===== config.mk =====
export PLATFORM = sky130hd
export DESIGN_NAME = lsl8_seq_flat
export DESIGN_NICKNAME = d
export VERILOG_FILES = /design/src/rtl/lsl8_pkg.sv /design/src/rtl/lsl8_seq_if.sv /design/src/rtl/lsl8_seq_down_cnt.sv /design/src/rtl/lsl8_seq.sv /design/src/flat_wrapper.sv
export SDC_FILE = /design/constraint.sdc
export NUM_CORES = 1
export LEC_CHECK = 0
export ABC_AREA = 0
export CELL_PAD_IN_SITES_DETAIL_PLACEMENT = 2
export CELL_PAD_IN_SITES_GLOBAL_PLACEMENT = 2
export CORE_MARGIN = 2
export CORE_UTILIZATION = 27
export DETAILED_ROUTE_END_ITERATION = 8
export GPL_TIMING_DRIVEN = 0
export PLACE_DENSITY_LB_ADDON = 0.2
export SLEW_MARGIN = 20
export SYNTH_ARGS = -nofsm -noshare
export SYNTH_HDL_FRONTEND = slang
export SYNTH_SLANG_ARGS = --single-unit

===== constraint.sdc =====
create_clock -name clk -period 1.8 [get_ports clk]
set_input_delay 0.45 -clock clk [delete_from_list [all_inputs] [get_ports clk]]
set_output_delay 0.45 -clock clk [all_outputs]
set_load 0.02 [all_outputs]

===== src/rtl/lsl8_pkg.sv =====
// rtl/lsl8_pkg.sv - shared state type and default sizes for the lsl8 sequential shifter
package lsl8_pkg;

    localparam int WIDTH_DEF = 8;
    localparam int SHW_DEF   = 3;

    typedef enum logic [1:0] {
        IDLE  = 2'd0,
        SHIFT = 2'd1,
        DONE  = 2'd2
    } state_t;

endpackage


===== src/rtl/lsl8_seq_if.sv =====
// rtl/lsl8_seq_if.sv - request/result bundle between a shifter client and lsl8_seq
interface lsl8_seq_if
    import lsl8_pkg::*;
#(
    parameter int WIDTH = WIDTH_DEF,
    parameter int SHW   = SHW_DEF
) ();

    logic             start;
    logic [WIDTH-1:0] d_in;
    logic [SHW-1:0]   shamt;
    logic             serial_in;
    logic [WIDTH-1:0] d_out;
    logic             so;
    logic             busy;
    logic             done;

    modport master (
        output start, d_in, shamt, serial_in,
        input  d_out, so, busy, done
    );

    modport slave (
        input  start, d_in, shamt, serial_in,
        output d_out, so, busy, done
    );

endinterface


===== src/rtl/lsl8_seq_down_cnt.sv =====
// rtl/lsl8_seq_down_cnt.sv - loadable saturating down-counter holding the remaining shift count
module down_cnt #(
    parameter int W = 3
) (
    input  logic         clk,
    input  logic         reset_n,
    input  logic         load_i,
    input  logic         dec_i,
    input  logic [W-1:0] load_val_i,
    output logic         zero_o,
    output logic         one_o
);

    logic [W-1:0] cnt_q;
    logic [W-1:0] cnt_d;

    // load wins over decrement; decrement stops at zero so the count never wraps
    always_comb begin
        cnt_d = cnt_q;
        if (load_i) begin
            cnt_d = load_val_i;
        end else if (dec_i && (cnt_q != '0)) begin
            cnt_d = cnt_q - W'(1);
        end
    end

    // count register
    always_ff @(posedge clk or negedge reset_n) begin
        if (!reset_n) begin
            cnt_q <= '0;
        end else begin
            cnt_q <= cnt_d;
        end
    end

    assign zero_o = (cnt_q == '0);
    assign one_o  = (cnt_q == W'(1));

endmodule


===== src/rtl/lsl8_seq.sv =====
// rtl/lsl8_seq.sv - multi-cycle left shifter: load, shift shamt times with serial fill, pulse done
module lsl8_seq
    import lsl8_pkg::*;
#(
    parameter int WIDTH = WIDTH_DEF,
    parameter int SHW   = SHW_DEF
) (
    input  logic        clk,
    input  logic        reset_n,
    lsl8_seq_if.slave   bus
);

    state_t           state_q;
    logic [WIDTH-1:0] reg_q;
    logic [WIDTH-1:0] shift_d;
    logic             so_q;
    logic             busy_q;
    logic             done_q;
    logic             cnt_load;
    logic             cnt_dec;
    logic             cnt_zero;
    logic             cnt_one;

    // start only counts in IDLE; the counter ticks once per shift cycle
    assign cnt_load = (state_q == IDLE) && bus.start;
    assign cnt_dec  = (state_q == SHIFT);
    assign shift_d  = {reg_q[WIDTH-2:0], bus.serial_in};

    down_cnt #(
        .W (SHW)
    ) u_cnt (
        .clk        (clk),
        .reset_n    (reset_n),
        .load_i     (cnt_load),
        .dec_i      (cnt_dec),
        .load_val_i (bus.shamt),
        .zero_o     (cnt_zero),
        .one_o      (cnt_one)
    );

    // control FSM with data register; busy/done are registered alongside the state
    always_ff @(posedge clk or negedge reset_n) begin
        if (!reset_n) begin
            state_q <= IDLE;
            reg_q   <= '0;
            so_q    <= 1'b0;
            busy_q  <= 1'b0;
            done_q  <= 1'b0;
        end else begin
            case (state_q)
                IDLE: begin
                    done_q <= 1'b0;
                    if (bus.start) begin
                        reg_q  <= bus.d_in;
                        so_q   <= 1'b0;
                        busy_q <= 1'b1;
                        if (bus.shamt != '0) begin
                            state_q <= SHIFT;
                        end else begin
                            state_q <= DONE;
                            done_q  <= 1'b1;
                        end
                    end
                end
                SHIFT: begin
                    reg_q <= shift_d;
                    so_q  <= reg_q[WIDTH-1];
                    // zero is only a guard; a loaded count of zero never enters SHIFT
                    if (cnt_one || cnt_zero) begin
                        state_q <= DONE;
                        done_q  <= 1'b1;
                    end
                end
                DONE: begin
                    state_q <= IDLE;
                    busy_q  <= 1'b0;
                    done_q  <= 1'b0;
                end
                default: begin
                    state_q <= IDLE;
                    busy_q  <= 1'b0;
                    done_q  <= 1'b0;
                end
            endcase
        end
    end

    assign bus.d_out = reg_q;
    assign bus.so    = so_q;
    assign bus.busy  = busy_q;
    assign bus.done  = done_q;

endmodule


===== src/flat_wrapper.sv =====
// flat-port wrapper written by rule: the top's interface ports become plain ports
module lsl8_seq_flat import lsl8_pkg::*;
#(
    parameter int WIDTH = WIDTH_DEF,
    parameter int SHW   = SHW_DEF
)
  (clk, reset_n, bus_start, bus_d_in, bus_shamt, bus_serial_in, bus_d_out, bus_so, bus_busy, bus_done);
  lsl8_seq_if #(.WIDTH(WIDTH), .SHW(SHW)) bus_i ();
  input  logic clk;
  input  logic reset_n;
  input wire logic [$bits(bus_i.start)-1:0] bus_start;
  input wire logic [$bits(bus_i.d_in)-1:0] bus_d_in;
  input wire logic [$bits(bus_i.shamt)-1:0] bus_shamt;
  input wire logic [$bits(bus_i.serial_in)-1:0] bus_serial_in;
  output wire logic [$bits(bus_i.d_out)-1:0] bus_d_out;
  output wire logic [$bits(bus_i.so)-1:0] bus_so;
  output wire logic [$bits(bus_i.busy)-1:0] bus_busy;
  output wire logic [$bits(bus_i.done)-1:0] bus_done;
  assign bus_i.start = bus_start;
  assign bus_i.d_in = bus_d_in;
  assign bus_i.shamt = bus_shamt;
  assign bus_i.serial_in = bus_serial_in;
  assign bus_d_out = bus_i.d_out;
  assign bus_so = bus_i.so;
  assign bus_busy = bus_i.busy;
  assign bus_done = bus_i.done;
  lsl8_seq #(.WIDTH(WIDTH), .SHW(SHW)) u_core (.clk(clk), .reset_n(reset_n), .bus(bus_i));
endmodule

==> results.md <==
- Yosys cell types: 31
- Pin count of the biggest net entering global routing: 17
- Synthesized net count: 104
- Antenna Cells: 0
- Layout area overhead: 40.1%
- Clock Skews: 6.15 ps
- Top cells by count, synth: dfrtp_1, nand2_1, a21oi_1
- Final Hold Fails: 0
- Fmax: 574 MHz
- GRT Residual Overflow: 0
- Clk slew on worst S/H paths: 100 ps
- Max-slew headroom at the worst pin: 50.3%
- Post-route DRC: 0
- Row count: 20
- Starting Density: 28.5%
- # resized after CTS: 0
- Leading cell types by total area after synthesis: dfrtp_1, a22oi_1, ha_1
- Vias: 760
- CP Data Arrival Time: 1290 ps
- Core Box Area: 3080 sq um
- Critical Path End Type: primary output
- Max clock buf depth: 2
- Global-route wire length before repair: 3940 microns
- Number of vias per cell: 4.78
- Worst path required time: 1350 ps
- Most used DFF post-synth: dfrtp_1
- DIE HEIGHT: 61.0 microns
- Skew-Pair Late Insertion Delay: 300 ps
- Drt wl/cell: 14.6 microns
- YS warnings: 0
- CTS tree: yes
- Power per cell area: 1730 nW/um^2
- Gpl congestion: 0.689
- Period minus WS final: 1740 ps
- Post-synth EDFFs: 0
- Worst hold path startpoint: u_core.u_cnt.cnt_q[1]
- CP cell instances: clkdlybuf4s50_1
- Worst-Margin Slew: 743 ps
- Setup crit start kind: register
- Post-synthesis instance area: 877 sq um
- Placed insts: 155
- Worst Hold Class: reg -> reg
- Crit-path max cell delay: 610 ps
- Top sig layer: met4
- Avg Inst Size Synth: 10.2 sq um
- VDD IR max: 0.688 mV
- Routed Antenna Nets: 0
- IO buf count: 25
- RSZ-0062 raised after global routing: no
- Top delay family on crit path: buffers and inverters
- Cts hold-fix bufs: 0
- Mapped Cells: 86
- Boundary Pins: 26
- Register area share after synthesis: 45.6%
- Initial antenna violation count: 0
- Max-cap violation count: 0
- H-tree depth: 1
- DRC marker count from the first detailed-route iteration: 15
- Clock Sinks: 16
- CP Launch Point: u_core.bus.d_out[5]
- Finished layout cell area: 1230 sq um
- Slowest library cell on the worst path: clkdlybuf4s50_1
- Root Driver: clkbuf_4
- Postcts setup bufs: 0
- Layout Nets: 134
- Met2 routed WL: 1120 microns
- #FFs+latches synth: 16
- Die Area: 3720 sq um
- Finished Layout Cells: 159
- CTS Buf Count: 3
- Status: finished, final reports clean
- Count leader, synth: dfrtp_1
- DP HPWL: 1730 microns
- Final number of setup-violating endpoints: 0
- DIE WIDTH: 61.0 microns
- Period utilisation layout: 96.7%
- Filler cell count: 349
- Routed wl met3: 134 microns
- Fin Setup TNS: 0 ps
- CP Class: reg -> out
- Overall routing resource usage: 14.8%
- Reg2Reg Setup Slack: 450 ps
- RR Startpoint: u_core.u_cnt.cnt_q[0]
- Yosys top cell area share: 45.6%
- Total wire length: 2330 microns
- Final core utilization: 39.9%
- Fraction of registers with async set/reset: 100%
- Vias in the first global route: 804
- WP buf/inv: 1
- Critical path fanouts, max: 3
- Post-place instance area: 1180 sq um
- Total power: 2.13 mW
- Post-Route M1 WL: 1050 microns
- Slew Limit Fails: 0
- Layout cells sized above 1: 15.7%
- Area leader, netlist: dfrtp_1
- Drt pass-1 iters: 4
- Lkg Pwr: 0.566 nW
-- area by class of cell --
| type | instances | area (sq um) | area share [%] |
|---|---|---|---|
| multi-input combinational | 60 | 415 | 33.8 |
| timing repair buffer | 25 | 260 | 21.2 |
| buffer | 5 | 42.5 | 3.46 |
| inverter | 5 | 18.8 | 1.53 |
| sequential | 16 | 400 | 32.6 |
| tap | 44 | 55.1 | 4.48 |
| clock buffer | 4 | 36.3 | 2.95 |
-- layer usage --
layer / GRT usage [%] / vias up
met5: 0 / -
met4: 4.66 / 0
met3: 3.84 / 5
met2: 25.5 / 19
met1: 17.9 / 376
li1: - / 360
-- path summary, 6_finish.rpt --
kind                       cells past startpoint                     to
min reg2reg                                    1  u_core.u_cnt.cnt_q[1]
max reg2reg                                    5  u_core.u_cnt.cnt_q[1]
max in group asynchronous                      1    u_core.bus.d_out[6]
max                                            1           bus_d_out[5]
min in group asynchronous                      1    u_core.bus.d_out[0]
min                                            1  u_core.u_cnt.cnt_q[1]
-- cells in the final DEF, fill, tap and decap left out, types with 2 or more instances in the layout --
master / instances
clkdlybuf4s50_1: 21
dfrtp_1: 16
nand2_1: 10
a21oi_1: 7
inv_1: 5
a22oi_1: 5
o21ai_1: 5
o21ai_0: 5
dlymetal6s2s_1: 4
buf_6: 3
and3b_2: 3
ha_1: 3
clkbuf_4: 3
nor2_1: 2
nand2b_1: 2
a32o_1: 2
-- per-stage QoR --
| step | worst slack [ps] | hold WS, ps |
|---|---|---|
| global placement | 29.0 | 478 |
| floorplan | 571 | 154 |
| finish | 59.1 | 499 |
| detailed placement | 3.04 | 477 |
| global route | 4.20 | 524 |
| CTS | 33.5 | 500 |
-- where the power goes --
group,internal (mW),switching [mW]
sequential,0.531,0.116
combinational,0.582,0.650
clock,0.123,0.125
total,1.24,0.890
-- state kept, by name (all words and copies together), names as in the netlist --
register,flops
u_core.bus.d_out,8
u_core.u_cnt.cnt_q,3
u_core.state_q,2
u_core.bus.busy,1
u_core.bus.done,1
u_core.bus.so,1
-- cell families after synthesis --
kind of cell	share of synthesized area (%)
AND/OR/NAND/NOR	20.0
adder cells (fa/ha/maj)	4.28
buffers and inverters	6.99
AO/OA/AOI/OAI	23.1
flip-flops	45.6
No activity file was read; power rests on OpenSTA's default activity.
